$ cat src/rtl/uart_pkg.sv
// Shared UART constants: default bit timing, transmit FSM encoding and 8N1 frame fields.
// The receive stage imports the same package so one DELAY_FRAMES value sets both baud rates.
package uart_pkg;

  localparam int DELAY_FRAMES = 234;

  localparam logic [1:0] ST_IDLE  = 2'd0;
  localparam logic [1:0] ST_START = 2'd1;
  localparam logic [1:0] ST_DATA  = 2'd2;
  localparam logic [1:0] ST_STOP  = 2'd3;

  localparam logic START_BIT = 1'b0;
  localparam logic STOP_BIT  = 1'b1;
  localparam int   DATA_BITS = 8;

endpackage

$ cat src/rtl/uart_tx_fifo_if.sv
// Byte handshake from a producer into the UART transmit FIFO.
// A byte transfers on a rising clock edge where tx_valid && tx_ready; tx_data is ignored otherwise.
interface uart_tx_fifo_if;

  logic [7:0] tx_data;
  logic       tx_valid;
  logic       tx_ready;

  modport master (output tx_data, output tx_valid, input tx_ready);
  modport slave  (input tx_data, input tx_valid, output tx_ready);

endinterface

$ cat src/rtl/uart_tx_fifo_sync_fifo.sv
// Single-clock FIFO with occupancy count; full and empty are derived from the count
// so the pointers can wrap naturally over their full range.
module sync_fifo #(
  parameter int WIDTH  = 8,
  parameter int DEPTH  = 16,
  parameter int ADDR_W = $clog2(DEPTH)
) (
  input  logic              clk,
  input  logic              rst,
  input  logic              wr_en,
  input  logic [WIDTH-1:0]  wr_data,
  input  logic              rd_en,
  output logic [WIDTH-1:0]  rd_data,
  output logic              full,
  output logic              empty,
  output logic [ADDR_W:0]   count
);

  localparam logic [ADDR_W:0] FULL_CNT = (ADDR_W+1)'(DEPTH);

  logic [WIDTH-1:0]  mem [DEPTH];
  logic [ADDR_W-1:0] wr_ptr;
  logic [ADDR_W-1:0] rd_ptr;
  logic              do_wr;
  logic              do_rd;

  assign full    = (count == FULL_CNT);
  assign empty   = (count == '0);
  assign do_wr   = wr_en && !full;
  assign do_rd   = rd_en && !empty;
  assign rd_data = mem[rd_ptr];

  always_ff @(posedge clk or posedge rst) begin
    if (rst) begin
      wr_ptr <= '0;
      rd_ptr <= '0;
      count  <= '0;
    end else begin
      if (do_wr) wr_ptr <= wr_ptr + 1'b1;
      if (do_rd) rd_ptr <= rd_ptr + 1'b1;
      case ({do_wr, do_rd})
        2'b10:   count <= count + 1'b1;
        2'b01:   count <= count - 1'b1;
        default: count <= count;
      endcase
    end
  end

  always_ff @(posedge clk) begin
    if (do_wr) mem[wr_ptr] <= wr_data;
  end

endmodule

$ cat src/rtl/uart_tx_fifo.sv
// UART transmitter: buffers bytes in a FIFO and sends them as 8N1 frames, LSB first,
// DELAY_FRAMES clocks per bit; a queued byte follows the stop bit with no idle gap.
module uart_tx_fifo #(
  parameter int DELAY_FRAMES = uart_pkg::DELAY_FRAMES,
  parameter int FIFO_DEPTH   = 16,
  parameter int ADDR_W       = $clog2(FIFO_DEPTH)
) (
  input  logic              sys_clk,
  input  logic              rst,
  uart_tx_fifo_if.slave     tx_if,
  output logic              uart_tx,
  output logic              busy,
  output logic [ADDR_W:0]   fifo_count,
  output logic [1:0]        state
);

  import uart_pkg::*;

  localparam int CNT_W = (DELAY_FRAMES > 1) ? $clog2(DELAY_FRAMES) : 1;
  localparam logic [CNT_W-1:0] CNT_LAST = CNT_W'(DELAY_FRAMES - 1);
  localparam logic [2:0] IDX_LAST = 3'(DATA_BITS - 1);

  logic [CNT_W-1:0] cnt, cnt_n;
  logic [2:0]       idx, idx_n;
  logic [7:0]       shift, shift_n;
  logic [1:0]       state_n;
  logic             line_n;
  logic             bit_done;
  logic             pop;
  logic [7:0]       fifo_rd_data;
  logic             fifo_full;
  logic             fifo_empty;

  sync_fifo #(
    .WIDTH  (8),
    .DEPTH  (FIFO_DEPTH),
    .ADDR_W (ADDR_W)
  ) u_fifo (
    .clk     (sys_clk),
    .rst     (rst),
    .wr_en   (tx_if.tx_valid),
    .wr_data (tx_if.tx_data),
    .rd_en   (pop),
    .rd_data (fifo_rd_data),
    .full    (fifo_full),
    .empty   (fifo_empty),
    .count   (fifo_count)
  );

  assign tx_if.tx_ready = !fifo_full;
  assign busy           = (state != ST_IDLE) || (fifo_count != '0);
  assign bit_done       = (cnt == CNT_LAST);
  assign pop            = !fifo_empty && ((state == ST_IDLE) || (state == ST_STOP && bit_done));

  always_comb begin
    state_n = state;
    cnt_n   = bit_done ? '0 : cnt + 1'b1;
    idx_n   = idx;
    shift_n = shift;
    case (state)
      ST_IDLE: begin
        cnt_n = '0;
        if (pop) begin
          state_n = ST_START;
          shift_n = fifo_rd_data;
        end
      end
      ST_START: begin
        if (bit_done) begin
          state_n = ST_DATA;
          idx_n   = '0;
        end
      end
      ST_DATA: begin
        if (bit_done) begin
          shift_n = shift >> 1;
          idx_n   = idx + 1'b1;
          if (idx == IDX_LAST) state_n = ST_STOP;
        end
      end
      default: begin
        if (bit_done) begin
          if (pop) begin
            state_n = ST_START;
            shift_n = fifo_rd_data;
          end else begin
            state_n = ST_IDLE;
          end
        end
      end
    endcase
  end

  // The line is driven from the next state so it changes on the same edge as the FSM.
  always_comb begin
    case (state_n)
      ST_START: line_n = START_BIT;
      ST_DATA:  line_n = shift_n[0];
      default:  line_n = STOP_BIT;
    endcase
  end

  always_ff @(posedge sys_clk or posedge rst) begin
    if (rst) begin
      state   <= ST_IDLE;
      cnt     <= '0;
      idx     <= '0;
      shift   <= '0;
      uart_tx <= 1'b1;
    end else begin
      state   <= state_n;
      cnt     <= cnt_n;
      idx     <= idx_n;
      shift   <= shift_n;
      uart_tx <= line_n;
    end
  end

endmodule

$ cat src/flat_wrapper.sv
// flat-port wrapper written by rule: the top's interface ports become plain ports
module uart_tx_fifo_flat import uart_pkg::*;
#(
  parameter int DELAY_FRAMES = uart_pkg::DELAY_FRAMES,
  parameter int FIFO_DEPTH   = 16,
  parameter int ADDR_W       = $clog2(FIFO_DEPTH)
)
  (sys_clk, rst, uart_tx, busy, fifo_count, state, tx_if_tx_data, tx_if_tx_valid, tx_if_tx_ready);
  uart_tx_fifo_if tx_if_i ();
  input  logic sys_clk;
  input  logic rst;
  output logic uart_tx;
  output logic busy;
  output logic [ADDR_W:0] fifo_count;
  output logic [1:0] state;
  input wire logic [$bits(tx_if_i.tx_data)-1:0] tx_if_tx_data;
  input wire logic [$bits(tx_if_i.tx_valid)-1:0] tx_if_tx_valid;
  output wire logic [$bits(tx_if_i.tx_ready)-1:0] tx_if_tx_ready;
  assign tx_if_i.tx_data = tx_if_tx_data;
  assign tx_if_i.tx_valid = tx_if_tx_valid;
  assign tx_if_tx_ready = tx_if_i.tx_ready;
  uart_tx_fifo #(.DELAY_FRAMES(DELAY_FRAMES), .FIFO_DEPTH(FIFO_DEPTH), .ADDR_W(ADDR_W)) u_core (.sys_clk(sys_clk), .rst(rst), .tx_if(tx_if_i), .uart_tx(uart_tx), .busy(busy), .fifo_count(fifo_count), .state(state));
endmodule
$ cat config.mk
export PLATFORM = sky130hd
export DESIGN_NAME = uart_tx_fifo_flat
export DESIGN_NICKNAME = d
export VERILOG_FILES = /design/src/rtl/uart_pkg.sv /design/src/rtl/uart_tx_fifo_if.sv /design/src/rtl/uart_tx_fifo_sync_fifo.sv /design/src/rtl/uart_tx_fifo.sv /design/src/flat_wrapper.sv
export SDC_FILE = /design/constraint.sdc
export NUM_CORES = 1
export LEC_CHECK = 0
export CAP_MARGIN = 20
export CORE_ASPECT_RATIO = 1.25
export CORE_MARGIN = 2
export CORE_UTILIZATION = 45
export DETAILED_ROUTE_END_ITERATION = 7
export GPL_TIMING_DRIVEN = 0
export PLACE_DENSITY = 0.73
export SLEW_MARGIN = 20
export SYNTH_ARGS = -nofsm -noshare
export SYNTH_HDL_FRONTEND = slang
export SYNTH_SLANG_ARGS = --single-unit
$ cat constraint.sdc
create_clock -name sys_clk -period 3.17 [get_ports sys_clk]
set_input_delay 0.634 -clock sys_clk [delete_from_list [all_inputs] [get_ports sys_clk]]
set_output_delay 0.634 -clock sys_clk [all_outputs]
set_load 0.005 [all_outputs]
==> metrics.txt, run 1 <==
CP Max Fanout=10; input/output buffers=20; EDFF count, synth=about 130; vias in the first global route=3964; Final ANT Viol Nets=0; maxcap violations=0; CP most frequent cell=ha_1; synthesis-to-layout area growth=16.1%; Main synth FF type=edfxtp_1; share of cells above drive strength 1=0.178; Num CTS Buffers=17; Yosys reg bits=163; Mapped Nets=between 400 and 500; pin count of the biggest net entering global routing=36; Layout Utilization=0.529; Final min period=approximately 3 ns; final setup fails=0; DRC=0; nets=slightly below 500; DP Wirelength=8.94 mm; top-level I/O count=21; Avg Inst Size Synth=approximately 17 um^2; Final Cycle Share=0.948; DIE AREA=around 17000 um^2; Clock transition at path regs=around 0.07 ns; Slew HR=0.368; vias post-DR=3767; initial antenna violation count=0; drt pass-1 iters=5; initial core utilization=0.456; Hold Crit Class=flip-flop to flip-flop; total routed wirelength=13.4 mm; Max Freq=approximately 330 MHz; crit path kind=flip-flop to flip-flop; 1st-iter DRT viols=~310; GRT Total Usage=0.178; clock sink count=roughly 160; Antenna diodes=0; Req. time, crit path=about 3.5 ns; Die Wd=116 um; root buf cell=clkbuf_16; final cell count without fillers=689; WP data arrival=3.31 ns; H-tree depth=4; std cell rows=51; commonest non-fill, non-tap cell in the layout=edfxtp_1; Worst Max-Slew Pin Slew=~0.94 ns; routed len/inst=19.4 um; Critical Path End Type=flip-flop; max incr delay on CP=~0.47 ns; RSZ-0062 raised after global routing=false; first-pass GRT wire length=21.7 mm; GPL Wtd Cong=about 0.86; CTS Buffer Depth=2; Post-Syn Area=7040 um^2; Reg area=around 4700 um^2; Placed Cells=between 600 and 700; Layout Skew=roughly 0.010 ns; core area=roughly 15000 um^2; most frequent cells in the layout=edfxtp_1 (128), nand2_1 (34), dfrtp_1 (34), nor2_1 (27), clkdlybuf4s50_1 (20); post-synthesis sequential area ratio=0.670; outcome=finished, final reports clean; Lkg Pwr=between 2 and 3 nW; CP cell instances=nor4_4, and2b_2, nor2_2, buf_6, ha_1, ha_1, o21ai_0, a221oi_1, a211oi_1, o211ai_1, xnor2_1; Clock Latency Late Sink=between 0.4 and 0.5 ns; startpoint types=flip-flop; Worst VDD drop=between 300 and 400 uV; cells after synthesis=approximately 420; Power Dens Cells=665 nW/um^2; Critical-path top delay cell=dfrtp_1; Post-synth ARST share=0.215; Final Max Tran Viols=0; Ys Warns=0; grt total ovfl=0; final hold vios=0; TritonCTS clock tree=done; fillers=between 1000 and 1500; area of the multi-input gates=between 2000 and 2500 um^2; Unique masters post-synth=53; total power=0.00544 W; DR vias/cell=roughly 5.5; Chip Height=about 140 um
==> cells by family after synthesis <==
| kind of cell | after synthesis | share of synthesized area |
|---|---|---|
| compound gates | 55 | 0.0554 |
| xor+xnor | 16 | 0.0199 |
| fa+ha+maj | 12 | 0.0213 |
| buf+inv | 31 | 0.0298 |
| flops | 163 | 0.670 |
| mux | 48 | 0.136 |
| simple gates | 97 | 0.0677 |
==> what timing repair did <==
item                                    CTS  global route
hold buffers                              0             0
endpoints found under the setup margin    0             1
buffers inserted                          0             0
gates resized for setup                   0             4
==> layout make-up <==
| cell class | count | share of cell area |
|---|---|---|
| sequential | 163 | 0.577 |
| multi-input combinational | 228 | 0.263 |
| clock buffer | 17 | 0.0520 |
| tap | 212 | 0.0324 |
| timing repair buffer | 23 | 0.0272 |
| clock inverter | 15 | 0.0220 |
| buffer | 20 | 0.0207 |
| inverter | 11 | 0.00505 |
==> state kept, by name (all words and copies together), names as in the netlist <==
register	count
u_core.u_fifo.mem	128
u_core.cnt	8
u_core.shift	8
u_core.u_fifo.count	5
u_core.u_fifo.rd_ptr	4
u_core.u_fifo.wr_ptr	4
u_core.idx	3
u_core.state	2
u_core.uart_tx	1
==> synth_stat cells (all sizes together) (10+ instances only) <==
cell type	count	area, um^2
nand2	34	128
inv	11	41.3
xnor2	10	87.6
buf	12	125
mux4	32	788
edfxtp	128	3840
mux2i	10	100
ha	12	150
dfrtp	34	851
a21oi	10	50.1
o21ai	13	65.1
nor2	28	105
==> per-layer routing <==
metal / track usage / wire [um] / up-vias
li1: - / - / 1735
met1: 0.211 / 5370 / 1905
met2: 0.305 / 6920 / 97
met3: 0.0396 / 640 / 30
met4: 0.0909 / 420 / 0
met5: 0 / 0 / -
==> worst paths after layout <==
check                                       start  cells after the start                 endpoint  slack (ns)
max in group asynchronous                     rst                      2  u_core.u_fifo.rd_ptr[2]        2.05
setup / recovery           u_core.u_fifo.count[0]                     11   u_core.u_fifo.count[4]        0.17
setup reg to reg           u_core.u_fifo.count[0]                     11   u_core.u_fifo.count[4]        0.17
min in group asynchronous                     rst                      2   u_core.u_fifo.count[2]        0.65
hold reg to reg                   u_core.shift[6]                      2          u_core.shift[5]        0.51
hold / removal                    u_core.shift[6]                      2          u_core.shift[5]        0.51
==> stage by stage <==
| step | cell area (um^2) | hold slack, ns | setup TNS, ns | setup slack (ns) |
|---|---|---|---|---|
| 3_5_place_dp | 7550 | 0.484 | -0.390 | -0.184 |
| 6_report | 8180 | 0.514 | 0 | 0.166 |
| 4_1_cts | 8160 | 0.504 | 0 | 0.0393 |
| 3_3_place_gp | 7510 | 0.486 | -10.30 | -0.365 |
| 2_1_floorplan | 7040 | 0.470 | 0 | 0.471 |
| 5_1_grt | 8180 | 0.545 | 0 | 0.0206 |
==> report_power, final <==
part | internal (W) | total (W) | switching, W
Combinational | 0.000285 | 0.000684 | 0.000399
Sequential | 0.00254 | 0.00267 | 0.000123
Clock | 0.00124 | 0.00209 | 0.000842
==> critical path: cells and delay by family, from the launching register on <==
kind            cells  cell delay (ns)
flops               1             0.47
buf+inv             1             0.15
xor+xnor            1             0.15
simple gates        3             0.82
fa+ha+maj           2             0.64
compound gates      4             0.66
(Power assumes the default switching activity.)
==> run 2: changes to the inputs <==
--- a/config.mk
+++ b/config.mk
@@ -9,6 +9,7 @@
 export CORE_ASPECT_RATIO = 1.25
 export CORE_MARGIN = 2
 export CORE_UTILIZATION = 45
+export CTS_BUF_LIST = sky130_fd_sc_hd__clkbuf_4 sky130_fd_sc_hd__clkbuf_8
 export DETAILED_ROUTE_END_ITERATION = 7
 export GPL_TIMING_DRIVEN = 0
 export PLACE_DENSITY = 0.73
==> run 2 against run 1 <==
Effect of this change: the run now ends with DRC left; wire length is 0.34% higher; cell count unchanged; critical endpoint unchanged; critical path type unchanged; global-route usage barely moved; highest routed layer unchanged.
==> metrics.txt, run 2 (same netlist as run 1, synthesis figures left out) <==
Req. time, crit path=3.51 ns (+0.03 ns); crit path kind=flip-flop to flip-flop; root buf cell=clkbuf_8; GPL Wtd Cong=0.858 (unchanged); DRC=1 (+1); Largest register FFs=128 (unchanged); CP Max Fanout=10 (unchanged); maxcap violations=0 (unchanged); failing checks=DRC; RSZ-0062 raised after global routing=false; Final min period=3.00 ns (-0.00601 ns); drt pass-1 iters=7 (+2); std cell rows=51 (unchanged); Worst Max-Slew Pin Slew=0.980 ns (+0.0360 ns); post-route cell area=7990 um^2 (-2.3%); Psw=0.00130 W (-4.6%); top-level I/O count=21 (unchanged); routed len/inst=19.4 um (+0.34%); share of cells above drive strength 1=0.178 (unchanged); sequential share of power=0.543 (+0.052); Reg area=4720 um^2 (unchanged); vias in the first global route=3927 (-0.93%); Internal Power=0.00361 W (-11%); DIE AREA=16700 um^2 (unchanged); total routed wirelength=13.4 mm (+0.34%); Layout Skew=0.0138 ns (+0.00353 ns); Chip Height=144 um (unchanged); Largest Register=u_core.u_fifo.mem; input/output buffers=20 (unchanged); Power Dens Cells=615 nW/um^2 (-7.5%); nets=487 (unchanged); Hold Crit Class=flip-flop to flip-flop; clock power share=0.317 (-0.067); hold path startpoint=u_core.shift[6]; 1st-iter DRT viols=340 (+9.0%); synthesis-to-layout area growth=13.4%; most frequent cells in the layout=edfxtp_1 (128), nand2_1 (34), dfrtp_1 (34), nor2_1 (27), clkdlybuf4s50_1 (20); WHS=0.507 ns (-0.00691 ns); Num CTS Buffers=17 (unchanged); final setup fails=0 (unchanged); pin count of the biggest net entering global routing=36 (unchanged); GRT Total Usage=0.179 (+0.000305); Clock Latency Late Sink=0.45 ns (+0.03 ns); sw frac=0.265 (+0.0141); first-pass GRT wire length=21.6 mm (-0.57%); Lkg Pwr=2.73 nW (-3.1%); TritonCTS clock tree=done; Slew HR=0.344 (-0.0241); CTS Buffer Depth=2 (unchanged); Final Max Tran Viols=0 (unchanged); fillers=1267 (+1.8%); final hold vios=0 (unchanged); Worst VDD drop=372 uV (-0.25%); biggest regs=u_core.u_fifo.mem (128), u_core.cnt (8), u_core.shift (8); Final ANT Viol Nets=0 (unchanged); initial core utilization=0.456 (unchanged); Clock transition at path regs=0.09 ns (+0.02 ns); commonest non-fill, non-tap cell in the layout=edfxtp_1; DR vias/cell=5.54 (+1.4%); Antenna diodes=0 (unchanged); setup TNS=0 ns (unchanged); area post-placement=7550 um^2 (unchanged); grt total ovfl=0 (unchanged); hold_buf cts=0 (unchanged); Die Wd=116 um (unchanged); Critical Path End Type=flip-flop; outcome=finished, violations left; WP data arrival=3.34 ns (+0.03 ns); clock sink count=163 (unchanged); Final Cycle Share=0.946 (-0.00189); DP Wirelength=8.94 mm (unchanged); H-tree depth=4 (unchanged); initial antenna violation count=0 (unchanged); startpoint types=flip-flop; vias post-DR=3818 (+1.4%); worst setup path startpoint=u_core.u_fifo.count[0]; Max Freq=334 MHz (+0.20%); reg2reg start=u_core.u_fifo.count[0]; core area=15400 um^2 (unchanged); area of the multi-input gates=2150 um^2 (unchanged); combinational share of power=0.140 (+0.014)
[run 2: cell types whose count changed in the layout (fill, tap and decap cells not counted)]
cell	delta
clkbuf_16	-17
clkbuf_8	+17
[run 2: worst max-delay path: stages, from the launching register on]
cell and delay [ns]:
dfrtp_1 0.48, nor4_4 0.43, and2b_2 0.31, nor2_2 0.08, buf_6 0.16, ha_1 0.28, ha_1 0.36, o21ai_0 0.11
a221oi_1 0.11, a211oi_1 0.27, o211ai_1 0.15, xnor2_1 0.15
[run 2: cell type report]
type | count | area share
clock buffer | 17 | 0.0293
tap | 212 | 0.0332
multi-input combinational | 228 | 0.270
timing repair buffer | 23 | 0.0279
clock inverter | 15 | 0.0226
inverter | 11 | 0.00517
sequential | 163 | 0.591
buffer | 20 | 0.0212
[run 2: worst paths after layout]
path,endpoint,slack [ns],cells past startpoint
worst min-delay path,u_core.shift[5],0.51,2
worst max register to register,u_core.u_fifo.count[4],0.17,11
worst max-delay path,u_core.u_fifo.count[4],0.17,11
min in group asynchronous,u_core.u_fifo.count[2],0.62,2
worst min register to register,u_core.shift[5],0.51,2
max in group asynchronous,u_core.u_fifo.rd_ptr[2],2.08,2
[run 2: metal layers]
layer / global-route usage / wire length, um / vias up
met5: 0 / 0 / -
met4: 0.0808 / 376 / 0
met3: 0.0472 / 625 / 28
met2: 0.301 / 6910 / 113
met1: 0.215 / 5480 / 1941
li1: - / - / 1736
[run 2: repair_timing]
action                                  4_1_cts  5_1_grt
hold endpoints to repair                      0        0
endpoints found under the setup margin        0        1
gates resized for setup                       0        4
buffers inserted                              0        0
[run 2: power by group through the flow]
stage / Combinational [W] / Clock (W) / Sequential [W]
finish: 0.000686 / 0.00156 / 0.00267
global route: 0.000762 / 0.00169 / 0.00269
CTS: 0.000689 / 0.00158 / 0.00266
detailed placement: 0.000684 / 0 / 0.00271
global placement: 0.000630 / 0 / 0.00270
floorplan: 0.000422 / 0 / 0.00268
[run 2: stage by stage]
stage / std cells / worst slack [ns] / utilization / total power, W
after floorplan: 422 / 0.471 / - / 0.00310
after global placement: 654 / -0.365 / 0.486 / 0.00333
after detailed placement: 657 / -0.184 / 0.489 / 0.00340
after CTS: 689 / 0.0357 / 0.516 / 0.00494
after global routing: 689 / 0.0164 / 0.517 / 0.00514
final: 689 / 0.172 / 0.517 / 0.00491
